### src/rtl/rom_burst_arbiter_pkg.sv
// rom_burst_arbiter_pkg
//   Shared constants for the ROM burst arbiter slice.
//   ADDR_W/DATA_W size the 16x8 ROM port. LEN_W sizes the burst length field (0..31).
//   MAX_LEN is the longest burst actually walked. Longer requests are clamped to it.
//   The state encoding is kept as plain constants so that it stays compatible with the legacy decode.
package rom_burst_arbiter_pkg;

    localparam int ADDR_W = 4;
    localparam int DATA_W = 8;
    localparam int LEN_W  = 5;

    localparam logic [LEN_W-1:0] MAX_LEN = 5'd16;

    typedef logic [0:0] state_t;
    localparam state_t ST_IDLE  = 1'b0;
    localparam state_t ST_BURST = 1'b1;

    // Any request longer than the ROM depth is cut down to one full pass.
    function automatic logic [LEN_W-1:0] clamp_len(input logic [LEN_W-1:0] len);
        return (len > MAX_LEN) ? MAX_LEN : len;
    endfunction

endpackage

### src/rtl/rom_burst_arbiter_if.sv
// rom_burst_arbiter_if
//   Groups the signals between the two requesters, the ROM and the arbiter.
//   The slave modport is the arbiter's side.
//   The master modport is the side that holds the requesters and the ROM.
//     req0/addr0/len0, req1/addr1/len1 : burst requests (level) with start address and word count
//     gnt0/gnt1                        : one-cycle accept pulses
//     rom_addr/rom_data                : ROM read port (rom_data is combinational)
//     data_out/valid/owner/done/busy   : registered read stream and status
interface rom_burst_arbiter_if;
    import rom_burst_arbiter_pkg::*;

    logic              req0;
    logic [ADDR_W-1:0] addr0;
    logic [LEN_W-1:0]  len0;
    logic              req1;
    logic [ADDR_W-1:0] addr1;
    logic [LEN_W-1:0]  len1;
    logic              gnt0;
    logic              gnt1;
    logic [ADDR_W-1:0] rom_addr;
    logic [DATA_W-1:0] rom_data;
    logic [DATA_W-1:0] data_out;
    logic              valid;
    logic              owner;
    logic              done;
    logic              busy;

    modport slave (
        input  req0, addr0, len0, req1, addr1, len1, rom_data,
        output gnt0, gnt1, rom_addr, data_out, valid, owner, done, busy
    );

    modport master (
        output req0, addr0, len0, req1, addr1, len1, rom_data,
        input  gnt0, gnt1, rom_addr, data_out, valid, owner, done, busy
    );

endinterface

### src/rtl/rom_burst_arbiter_rr.sv
// rr_arbiter2
//   Two-input round-robin picker.
//   gnt is a combinational one-hot choice among the active requests.
//   When both requests are active, the requester that did not win last time is chosen.
//   rr_last records the winner on cycles where update is high and a request is present.
//   It resets to 1, so requester 0 wins the first tie.
//     clk, rst : clock, asynchronous active-high reset
//     req[1:0] : request levels
//     update   : commit the current pick into rr_last
//     gnt[1:0] : one-hot pick (zero when no request is active)
module rr_arbiter2 (
    input  logic       clk,
    input  logic       rst,
    input  logic [1:0] req,
    input  logic       update,
    output logic [1:0] gnt
);

    logic rr_last;

    always_comb begin
        gnt = '0;
        unique case (req)
            2'b01:   gnt = 2'b01;
            2'b10:   gnt = 2'b10;
            2'b11:   gnt = rr_last ? 2'b01 : 2'b10;
            default: gnt = '0;
        endcase
    end

    always_ff @(posedge clk or posedge rst) begin
        if (rst) begin
            rr_last <= 1'b1;
        end else if (update && (req != 2'b00)) begin
            rr_last <= gnt[1];
        end
    end

endmodule

### src/rtl/rom_burst_arbiter.sv
// rom_burst_arbiter
//   Sequences burst reads from an external 16x8 asynchronous-read ROM.
//   The ROM's single port is shared between two requesters by round-robin.
//   A granted burst walks the ROM one address per cycle from the latched start address.
//   The walk wraps from 15 to 0.
//   Each word is returned registered on data_out with valid, tagged by owner.
//   done marks the last word. A zero-length request pulses gnt and done together and produces no data.
//     clk  : clock
//     rst  : asynchronous active-high reset
//     bus  : rom_burst_arbiter_if.slave (requests, grants, ROM port, read stream, status)
module rom_burst_arbiter
    import rom_burst_arbiter_pkg::*;
(
    input  logic                 clk,
    input  logic                 rst,
    rom_burst_arbiter_if.slave   bus
);

    state_t            state;
    logic [ADDR_W-1:0] cur_addr;
    logic [LEN_W-1:0]  remaining;
    logic [LEN_W-1:0]  win_len;
    logic [ADDR_W-1:0] win_addr;
    logic [1:0]        pick;
    logic              arb_en;
    logic              take;

    logic              gnt0_r;
    logic              gnt1_r;
    logic [DATA_W-1:0] data_r;
    logic              valid_r;
    logic              owner_r;
    logic              done_r;

    // No arbitration happens in the IDLE cycle that carries done.
    // This holds the next grant until T+2+len, both after a burst and after a zero-length request.
    assign arb_en = (state == ST_IDLE) && !done_r;
    assign take   = arb_en && (pick != 2'b00);

    rr_arbiter2 u_rr (
        .clk    (clk),
        .rst    (rst),
        .req    ({bus.req1, bus.req0}),
        .update (arb_en),
        .gnt    (pick)
    );

    always_comb begin
        win_addr = pick[1] ? bus.addr1 : bus.addr0;
        win_len  = clamp_len(pick[1] ? bus.len1 : bus.len0);
    end

    always_ff @(posedge clk or posedge rst) begin
        if (rst) begin
            state     <= ST_IDLE;
            cur_addr  <= '0;
            remaining <= '0;
            gnt0_r    <= 1'b0;
            gnt1_r    <= 1'b0;
            data_r    <= '0;
            valid_r   <= 1'b0;
            owner_r   <= 1'b0;
            done_r    <= 1'b0;
        end else begin
            gnt0_r  <= 1'b0;
            gnt1_r  <= 1'b0;
            valid_r <= 1'b0;
            done_r  <= 1'b0;
            case (state)
                ST_IDLE: begin
                    if (take) begin
                        gnt0_r    <= pick[0];
                        gnt1_r    <= pick[1];
                        owner_r   <= pick[1];
                        cur_addr  <= win_addr;
                        remaining <= win_len;
                        if (win_len == '0) begin
                            done_r <= 1'b1;
                        end else begin
                            state <= ST_BURST;
                        end
                    end
                end
                ST_BURST: begin
                    data_r    <= bus.rom_data;
                    valid_r   <= 1'b1;
                    cur_addr  <= cur_addr + 1'b1;
                    remaining <= remaining - 1'b1;
                    if (remaining == 5'd1) begin
                        done_r <= 1'b1;
                        state  <= ST_IDLE;
                    end
                end
                default: state <= ST_IDLE;
            endcase
        end
    end

    assign bus.rom_addr = (state == ST_BURST) ? cur_addr : '0;
    assign bus.busy     = (state == ST_BURST);
    assign bus.gnt0     = gnt0_r;
    assign bus.gnt1     = gnt1_r;
    assign bus.data_out = data_r;
    assign bus.valid    = valid_r;
    assign bus.owner    = owner_r;
    assign bus.done     = done_r;

endmodule

### src/flat_wrapper.sv
// flat-port wrapper written by rule: the top's interface ports become plain ports
module rom_burst_arbiter_flat import rom_burst_arbiter_pkg::*;
  (clk, rst, bus_req0, bus_addr0, bus_len0, bus_req1, bus_addr1, bus_len1, bus_rom_data, bus_gnt0, bus_gnt1, bus_rom_addr, bus_data_out, bus_valid, bus_owner, bus_done, bus_busy);
  rom_burst_arbiter_if bus_i ();
  input  logic clk;
  input  logic rst;
  input wire logic [$bits(bus_i.req0)-1:0] bus_req0;
  input wire logic [$bits(bus_i.addr0)-1:0] bus_addr0;
  input wire logic [$bits(bus_i.len0)-1:0] bus_len0;
  input wire logic [$bits(bus_i.req1)-1:0] bus_req1;
  input wire logic [$bits(bus_i.addr1)-1:0] bus_addr1;
  input wire logic [$bits(bus_i.len1)-1:0] bus_len1;
  input wire logic [$bits(bus_i.rom_data)-1:0] bus_rom_data;
  output wire logic [$bits(bus_i.gnt0)-1:0] bus_gnt0;
  output wire logic [$bits(bus_i.gnt1)-1:0] bus_gnt1;
  output wire logic [$bits(bus_i.rom_addr)-1:0] bus_rom_addr;
  output wire logic [$bits(bus_i.data_out)-1:0] bus_data_out;
  output wire logic [$bits(bus_i.valid)-1:0] bus_valid;
  output wire logic [$bits(bus_i.owner)-1:0] bus_owner;
  output wire logic [$bits(bus_i.done)-1:0] bus_done;
  output wire logic [$bits(bus_i.busy)-1:0] bus_busy;
  assign bus_i.req0 = bus_req0;
  assign bus_i.addr0 = bus_addr0;
  assign bus_i.len0 = bus_len0;
  assign bus_i.req1 = bus_req1;
  assign bus_i.addr1 = bus_addr1;
  assign bus_i.len1 = bus_len1;
  assign bus_i.rom_data = bus_rom_data;
  assign bus_gnt0 = bus_i.gnt0;
  assign bus_gnt1 = bus_i.gnt1;
  assign bus_rom_addr = bus_i.rom_addr;
  assign bus_data_out = bus_i.data_out;
  assign bus_valid = bus_i.valid;
  assign bus_owner = bus_i.owner;
  assign bus_done = bus_i.done;
  assign bus_busy = bus_i.busy;
  rom_burst_arbiter u_core (.clk(clk), .rst(rst), .bus(bus_i));
endmodule
### config.mk
export PLATFORM = sky130hd
export DESIGN_NAME = rom_burst_arbiter_flat
export DESIGN_NICKNAME = d
export VERILOG_FILES = /design/src/rtl/rom_burst_arbiter_pkg.sv /design/src/rtl/rom_burst_arbiter_if.sv /design/src/rtl/rom_burst_arbiter_rr.sv /design/src/rtl/rom_burst_arbiter.sv /design/src/flat_wrapper.sv
export SDC_FILE = /design/constraint.sdc
export NUM_CORES = 1
export LEC_CHECK = 0
export CORE_MARGIN = 2
export CORE_UTILIZATION = 47
export CTS_BUF_LIST = sky130_fd_sc_hd__clkbuf_16
export CTS_CLUSTER_SIZE = 30
export DETAILED_ROUTE_END_ITERATION = 10
export PLACE_DENSITY = 0.91
export SLEW_MARGIN = 40
export SYNTH_ARGS = -nofsm -noshare
export SYNTH_HDL_FRONTEND = slang
export SYNTH_HIERARCHICAL = 1
export SYNTH_SLANG_ARGS = --single-unit
### constraint.sdc
create_clock -name clk -period 2.5 [get_ports clk]
set_input_delay 0.25 -clock clk [delete_from_list [all_inputs] [get_ports clk]]
set_output_delay 0.25 -clock clk [all_outputs]
set_load 0.01 [all_outputs]
; Word-level counts from Yosys, hierarchy flattened
; Cells that the tools add are included.
[totals]
register_bits = 24
latch_bits = 0
ram_bits = 0
rom_bits = 0
inputBits = 30
out_inout_bits = 18
elab_cells = 50
memories = 0
[op_classes]
addsub = 2
multipliers = 0
div_mod_pow = 0
n_lt_le_gt_ge = 1
n_eq_ne = 5
shift = 0
n_mux = 23
bitwise_logic = 1
reduce_logical = 8
[ops]
columns = op, n
row1 = two-way mux 5 bit, 3
row2 = two-way mux 4 bit, 3
row3 = two-way mux 1 bit, 11
row4 = case mux 5 bit (2 select lines), 1
row5 = case mux 4 bit (2 select lines), 1
row6 = case mux 2 bit (3 select lines), 1
row7 = "equality test 5 x 1 -> 1 bit, second input constant", 1
row8 = "greater-than comparator 5 bit, second input constant", 1
row9 = zero test 5 bit, 1
row10 = "subtractor 5 x 1 -> 5 bit, second input constant", 1
row11 = "adder 4 x 1 -> 4 bit, second input constant", 1
row12 = "equality test 2 bit, second input constant", 2
row13 = case mux 1 bit (2 select lines), 2
row14 = nonzero test 2 bit, 2
row15 = logical AND 1 bit, 3
row16 = "equality test 2 x 1 -> 1 bit, second input constant", 1
row17 = two-way mux 2 bit, 1
row18 = "!= test 2 x 1 -> 1 bit, second input constant", 1
row19 = AND reduction 2 bit, 1
row20 = zero test 1 bit, 1
row21 = inverter 1 bit, 1

; Longest topological paths before layout
; Gate-level depths: netlist of run 1.
[logic_depth]
depth_word = 9
depth_mapped = 7

; Modules after synthesis
; Netlist of run 1, hierarchy kept.
[modules_own_cells]
columns = module, instances, cells_each, area_each_um2, seq_area_each_um2
row1 = rom_burst_arbiter, 1, 111, 1223.7, 575.6
row2 = rr_arbiter2, 1, 7, 60.1, 26.3

; Worst setup path after synthesis of run 1
; No wires, ideal clock.
[synth_path]
path_type = reg2reg
start = register u_core.u_rr.rr_last
end = register u_core.state (netlist: u_core/bus.busy)
setup_ps = 121
t_arrival_ps = 1378
required_time_ps = 2379
slack_ps = 1001
path_stages_with_launch = 7
period_less_slack_ps = 1499
path_cell_list = dfstp_2 > a21boi_0 > buf_6 > buf_6 > nor3_1 > o22ai_1 > a22o_1
[synth_via]
elab_chain_len = 9
elab_cells_between_ends = 11
cone_classes = order compare (1) / mux (7) / reduce/logical (3)
[synth_lines]
columns = element, line_no
row1 = "start, declared", rom_burst_arbiter_rr.sv:19  ; logic rr_last;
row2 = "start signal, assigned", rom_burst_arbiter_rr.sv:35  ; rr_last <= gnt[1];
row3 = two-way mux 2 bit (*), rom_burst_arbiter_rr.sv:26  ; 2'b11: gnt = rr_last ? 2'b01 : 2'b10;
row4 = case mux 2 bit (3 select lines) (*), rom_burst_arbiter_rr.sv:23  ; unique case (req)
row5 = via u_core.pick[1], rom_burst_arbiter.sv:24  ; logic [1:0] pick;
row6 = two-way mux 5 bit, rom_burst_arbiter.sv:50  ; win_len = clamp_len(pick[1] ? bus.len1 : bus.len0);
row7 = greater-than comparator 5 bit, rom_burst_arbiter_pkg.sv:20  ; return (len > MAX_LEN) ? MAX_LEN : len;
row8 = two-way mux 5 bit, rom_burst_arbiter_pkg.sv:20
row9 = zero test 5 bit, rom_burst_arbiter.sv:77  ; if (win_len == '0) begin
row10 = two-way mux 1 bit, rom_burst_arbiter.sv:77
row11 = two-way mux 1 bit (*), rom_burst_arbiter.sv:71  ; if (take) begin
row12 = case mux 1 bit (2 select lines) (*), rom_burst_arbiter.sv:69  ; case (state)
row13 = "end signal, assigned", rom_burst_arbiter.sv:80  ; state <= ST_BURST;
row14 = "end signal, assigned", rom_burst_arbiter.sv:91  ; state <= ST_IDLE;
row15 = "end signal, assigned", rom_burst_arbiter.sv:94  ; default: state <= ST_IDLE;
row16 = "end, declared", rom_burst_arbiter.sv:19  ; state_t state;
; The timed path passes the listed nets; every way through them passes the cells marked *.
; A chain may end at the register's enable or synchronous reset.

; Worst setup path in the final report of run 1
[layout_path]
start = register u_core.state (netlist: u_core/bus.busy)
end = output port bus_rom_addr[0]
[layout_via]
elab_chain_len = 1
[layout_lines]
columns = element, line_no
row1 = "start signal, assigned", rom_burst_arbiter.sv:55  ; state <= ST_IDLE;
row2 = "start signal, assigned", rom_burst_arbiter.sv:80
row3 = "start signal, assigned", rom_burst_arbiter.sv:91
row4 = two-way mux 4 bit, rom_burst_arbiter.sv:99  ; assign bus.rom_addr = (state == ST_BURST) ? cur_addr : '0;
row5 = "end, declared", flat_wrapper.sv:16  ; output wire logic [$bits(bus_i.rom_addr)-1:0] bus_rom_addr;
; Every way passes these cells.

==> results of run 1 <==
## cells in the mapped netlist (all sizes together) (3+ instances only)
master,instances
mux2i,5
nor3b,3
dfrtp,23
o22ai,3
nand2,11
nor2b,3
and2,5
o221ai,3
mux2,9
nor2,4
ha,3
nand3,3
buf,4
inv,9
o21ai,4
a21oi,3
## registers in the layout, summed over array words and instances, names as in the netlist
| name | flops |
|---|---|
| u_core/bus.data_out | 8 |
| u_core/remaining | 5 |
| u_core/cur_addr | 4 |
| u_core/bus.busy | 1 |
| u_core/bus.done | 1 |
| u_core/bus.gnt0 | 1 |
| u_core/bus.gnt1 | 1 |
| u_core/bus.owner | 1 |
| u_core/bus.valid | 1 |
| u_core/u_rr/rr_last | 1 |
## how the worst min path moves through the flow
stage	cells past startpoint	startpoint	endpoint	slack [ps]
floorplan	1	rst	u_core/u_rr/rr_last	140
finish	2	rst	u_core/u_rr/rr_last	330
CTS	2	rst	u_core/u_rr/rr_last	330
global route	2	rst	u_core/u_rr/rr_last	330
global placement	1	u_core/bus.owner	u_core/bus.owner	460
detailed placement	1	u_core/bus.owner	u_core/bus.owner	480
## per-layer routing
metal | wire [µm] | share of wire [%] | up-vias
li1 | - | - | 519
met1 | 1270 | 40 | 526
met2 | 1640 | 51 | 42
met3 | 235 | 7.4 | 4
met4 | 53 | 1.7 | 0
met5 | 0 | 0 | -
## cell families after synthesis
family | synth area share [%]
AND/OR/NAND/NOR | 15.8
AO/OA/AOI/OAI | 15.6
flip-flops | 46.9
buffers and inverters | 5.65
multiplexers | 11.8
adder cells (fa/ha/maj) | 2.92
XOR/XNOR | 1.36
## worst reg2reg max path: stages, from the launching register on
cell,delay (ps)
dfrtp_1,720
buf_4,350
nor2_8,80
o21ai_2,180
o22ai_1,160
a31o_2,240
## through the flow
stage	hold slack (ps)	power, mW	utilization (%)	instances	worst slack, ps
3_5_place_dp	481	1.62	70.1	192	460
6_report	328	1.98	73.2	196	502
5_1_grt	334	2.10	73.2	196	419
4_1_cts	325	1.99	73.2	196	496
2_1_floorplan	140	1.24	-	118	1000
3_3_place_gp	460	1.57	70.1	192	567
## power by group through the flow
stage | Sequential [mW] | Clock [mW] | Combinational [mW]
final | 0.704 | 0.353 | 0.918
after detailed placement | 0.708 | 0 | 0.914
after global routing | 0.726 | 0.370 | 0.999
after global placement | 0.692 | 0 | 0.880
after floorplan | 0.689 | 0 | 0.552
after CTS | 0.705 | 0.359 | 0.924
## area by class of cell
cell class                 count  area, µm²  share of cell area, %
sequential                    24        602                   32.6
tap                           30       37.5                   2.03
timing repair buffer          49        485                   26.3
clock inverter                 1       3.75                  0.203
clock buffer                   3       75.1                   4.07
inverter                       9       33.8                   1.83
multi-input combinational     80        609                   33.0
==> out/results.ini, run 1 <==
[detailed_routing]
num_vias=1091
drc=0
drt-total-wl_um=3190
drt_iter0_markers=10
vias_per_cell=5.57
drtAntennaViolNets=0
wl_per_cell_um=16.3
dr.pass1.iters=4

[power_and_ir_drop]
p_seq_share_pct=35.6
combPwrFrac_pct=46.5
p_switching_uw=698
power_density_nw_per_um2=1070
pwr-share-clk_pct=17.9
total_leakage_power_nw=0.789
p_int_mw=1.28
vdd_drop_max_v=0.000750
switching_share_pct=35.3

[floorplanning]
die_h_um=56.3
dieArea_um2=3170
initial_core_util_pct=50.9
num_rows=18
num_io_pins=48
core_um2=2520
die_x_um=56.3

[placement]
place_congestion=0.848
port-buffer-count=47
dp_hpwl_um=2390
place_area_um2=1770

[synth]
yosys_warnings=6
async_flop_share_pct=100
synthTopCellsByArea=dfrtp_1, mux2_2, mux2i_1
synth_top_area_share_pct=44.8
ys_seq_elements=24
syn_avg_cell_area_um2=10.9
ys_seq_area_share_pct=46.9
yosys.area.top_type=dfrtp_1
synth_cell_types=43
synth_edf_count=0
netlist_area_um2=1280
synthCells=118
syn-num-nets=151
synthFlopType=dfrtp_1

[clocking]
cts_htree_levels=1
post_cts_buffers=0
cts.path.max_buffers=2
cts_tree=built
clkSinkCount=24
cts_buffers=3
cts-root-buf=clkbuf_16
cts_hold_buf=0
clk_latency_ps=260
path_clk_slew_ps=60
ctsResizeCount=0

[timing]
setup_tns_ps=0
finClkSkew_ps=1.69
report.final.slew_viol_count=0
max_slew_margin_pct=60.5
fin_crit_sh_pct=79.9
rsz0062_at_grt=false
report.final.setup_viol=0
period_minus_slack_ps=2000
hold_violations=0
fmax_mhz=500
tightest_slew_ps=592

[worst_setup_path]
cpMaxStageDelayCell=dfrtp_1
cp.arrival_ps=1750
rr_startpoint=u_core/bus.busy
r2r_setup_slack_ps=680
r2r_end=u_core/cur_addr[2]
cp_max_fo=18
cp-start-kind=flop
critPathBufInv=1
cpPeakStageDelay_ps=720
path_cells=and2_1 > clkdlybuf4s50_1
worstSetupEndpoint=bus_rom_addr[0]
end_kind=output port
critPathLaunch=u_core/bus.busy
critPathTopFamily=flip-flops
crit_required_ps=2250
reg2regPathDepth=5
cp.depth=2
critPathKind=flop to output port

[min_path]
min_path_type=input pin to asynchronous set/reset pin

[layout]
layout_common_cells=clkdlybuf4s50_1, dfrtp_1, nand2_1
diodes=0
area_growth_pct=43.9
fin_area_um2=1850
fill_cells=199
nNetsFinal=200
drive_gt1_share_pct=13.3
final_common_cell=clkdlybuf4s50_1

[global_route]
use_met3_pct=6.68
busiest_layer=met2
grt_pass1_vias=1120
met2_usage_pct=36.5
met1_usage_pct=23.9
grt.overflow.total=0
grt_max_degree=24
grt_use_total_pct=20.8
grt_pass1_wl_um=5070
antenna_found_initial=0

[run]
maxCapViolCount=0

[status]
outcome=finished, final reports clean

No activity file was read; power rests on OpenSTA's default activity.
==> run 2, diff against run 1 <==
- CORE_UTILIZATION: 47 -> 39
- PLACE_DENSITY: 0.91 -> 0.82
- clock period: 2.5 -> 1.75 ns (I/O delays scaled with it)
==> run 2 against run 1 <==
  * Hold slack lost 82 ps
  * Power grew 46%
  * Sequential share of layout area shrank 1.5 points
  * Wire length shrank 2.4%
  * Cell area grew 5.1%
  * Global-route usage shrank 2.1 points
  * Critical path depth is the same
  * Clock power grew 39%
  * Highest routed layer unchanged
  * Worst setup slack lost 430 ps
  * Final cell count grew 11%
  * Clock skew grew 0.68 ps
  * Sequential power grew 42%
==> out/results.ini, run 2 (synthesized netlist as in run 1, its figures left out) <==
[timing]
period_minus_slack_ps=1680
hold_violations=0  ; unchanged
setup_tns_ps=0  ; unchanged
max_slew_margin_pct=79.1  ; +19 points
report.final.setup_viol=0  ; unchanged
setup_ws_ps=71.7  ; -430 ps
report.final.slew_viol_count=0  ; unchanged
finClkSkew_ps=2.37  ; +0.680 ps
rsz0062_at_grt=false
fmax_mhz=596
fin_crit_sh_pct=95.9
tightest_slew_ps=312  ; -280 ps

[worst_setup_path]
cp.arrival_ps=1500  ; -250 ps
end_kind=output port
path_cells=and2_1 > clkdlybuf4s50_1
critPathBufInv=1  ; unchanged
cp_max_fo=10  ; -8
critPathLaunch=u_core/bus.busy
crit_required_ps=1570  ; -680 ps
critPathKind=flop to output port
cpMaxStageDelayCell=clkdlybuf4s50_1
cpPeakStageDelay_ps=540  ; -180 ps
critPathTopFamily=buffers and inverters
cp-start-kind=flop
rr_startpoint=u_core/u_rr/rr_last

[clocking]
cts-root-buf=clkbuf_16
cts.path.max_buffers=2  ; unchanged
clkSinkCount=24  ; unchanged
cts_tree=built
cts_buffers=3  ; unchanged
clk_latency_ps=260  ; about the same
cts_htree_levels=1  ; unchanged
post_cts_buffers=0  ; unchanged
path_clk_slew_ps=60  ; about the same
cts_hold_buf=0  ; unchanged

[floorplanning]
num_io_pins=48  ; unchanged
die_h_um=61.4  ; +9.1%
die_x_um=61.4  ; +9.1%
num_rows=20  ; +2
initial_core_util_pct=41.4  ; -9.5 points
dieArea_um2=3770  ; +19%
core_um2=3100  ; +23%

[detailed_routing]
drc=0  ; unchanged
drt-total-wl_um=3120  ; -2.4%
drtAntennaViolNets=0  ; unchanged
dr.pass1.iters=6  ; +2
num_vias=1111  ; +1.8%
vias_per_cell=5.10  ; -8.4%
wl_per_cell_um=14.3  ; -12%
drt_iter0_markers=24  ; +14

[placement]
place_ws_ps=-63.8  ; -524 ps
dp_hpwl_um=2430  ; +1.9%
place_area_um2=1850  ; +4.4%
port-buffer-count=47  ; unchanged
place_congestion=0.821  ; -3.1%

[layout]
layout_common_cells=clkdlybuf4s50_1, dfrtp_1, nand2_1
fill_cells=288  ; +45%
diodes=0  ; unchanged
final_common_cell=clkdlybuf4s50_1
largest_reg_flops=8  ; unchanged
multi_input_area_um2=621  ; +1.8%
nNetsFinal=208  ; +4.0%
area_growth_pct=51.2
seq_area_um2=603  ; +0.21%
fin_area_um2=1940  ; +5.1%
drive_gt1_share_pct=17.8  ; +4.6 points

[power_and_ir_drop]
total_leakage_power_nw=0.830  ; +5.3%
power_density_nw_per_um2=1480  ; +39%
vdd_drop_max_v=0.000718  ; -4.2%
finalPower_mw=2.88  ; +46%

[global_route]
grt.overflow.total=0  ; unchanged
grt_pass1_vias=1148  ; +2.5%
antenna_found_initial=0  ; unchanged
grt_pass1_wl_um=5120  ; +0.95%
grt_use_total_pct=18.6  ; -2.1 points
grt_max_degree=24  ; unchanged

[min_path]
min_path_type=input pin to asynchronous set/reset pin

[status]
outcome=finished, final reports clean

[run]
maxCapViolCount=0  ; unchanged

## run 2: changes by cell type in the layout (fill, tap and decap cells not counted), sizes merged
| cell | change |
|---|---|
| buf | +8 |
## run 2: area by class of cell
cell class	instances	share of cell area (%)
multi-input cells	80	32.0
well taps	44	2.84
repair buffers	57	28.3
clock buffers	3	3.87
clock inverters	1	0.193
inverters	9	1.74
flip-flops and latches	24	31.1
## run 2: final timing paths
check / end / slack (ps) / cells after the start
worst max-delay path: bus_rom_addr[0] / 70 / 2
worst max register to register: u_core/bus.busy / 140 / 6
max in group asynchronous: u_core/bus.busy / 1220 / 3
worst min register to register: u_core/bus.owner / 500 / 1
min in group clk: u_core/bus.owner / 500 / 1
worst min-delay path: u_core/u_rr/rr_last / 250 / 2
## run 2: repair_timing
item,in CTS,in global routing
hold endpoints to repair,0,0
setup endpoints to repair,4,2
resized for setup,1,3
## run 2: metrics by stage
step,std cells,utilization [%],hold WS (ps)
final,218,62.5,246
after global routing,218,62.5,263
after CTS,218,62.1,250
after detailed placement,214,59.5,496
after global placement,214,59.5,459
after floorplan,118,-,64.7
## run 2: power by group
group          switching, mW  internal [mW]  leakage (nW)
clock network          0.186          0.305        0.0385
logic                  0.600          0.783         0.507
registers              0.207          0.794         0.284
total                  0.994           1.88         0.830
## run 2: metal layers
| metal | wire length, µm | part of all wire (%) | global-route usage (%) | up-vias |
|---|---|---|---|---|
| met1 | 1270 | 41 | 22.9 | 542 |
| met2 | 1680 | 54 | 33.7 | 35 |
| met4 | 14 | 0.45 | 5.47 | 0 |
| met5 | 0 | 0 | 0 | - |
| li1 | - | - | - | 532 |
| met3 | 144 | 4.6 | 2.94 | 2 |
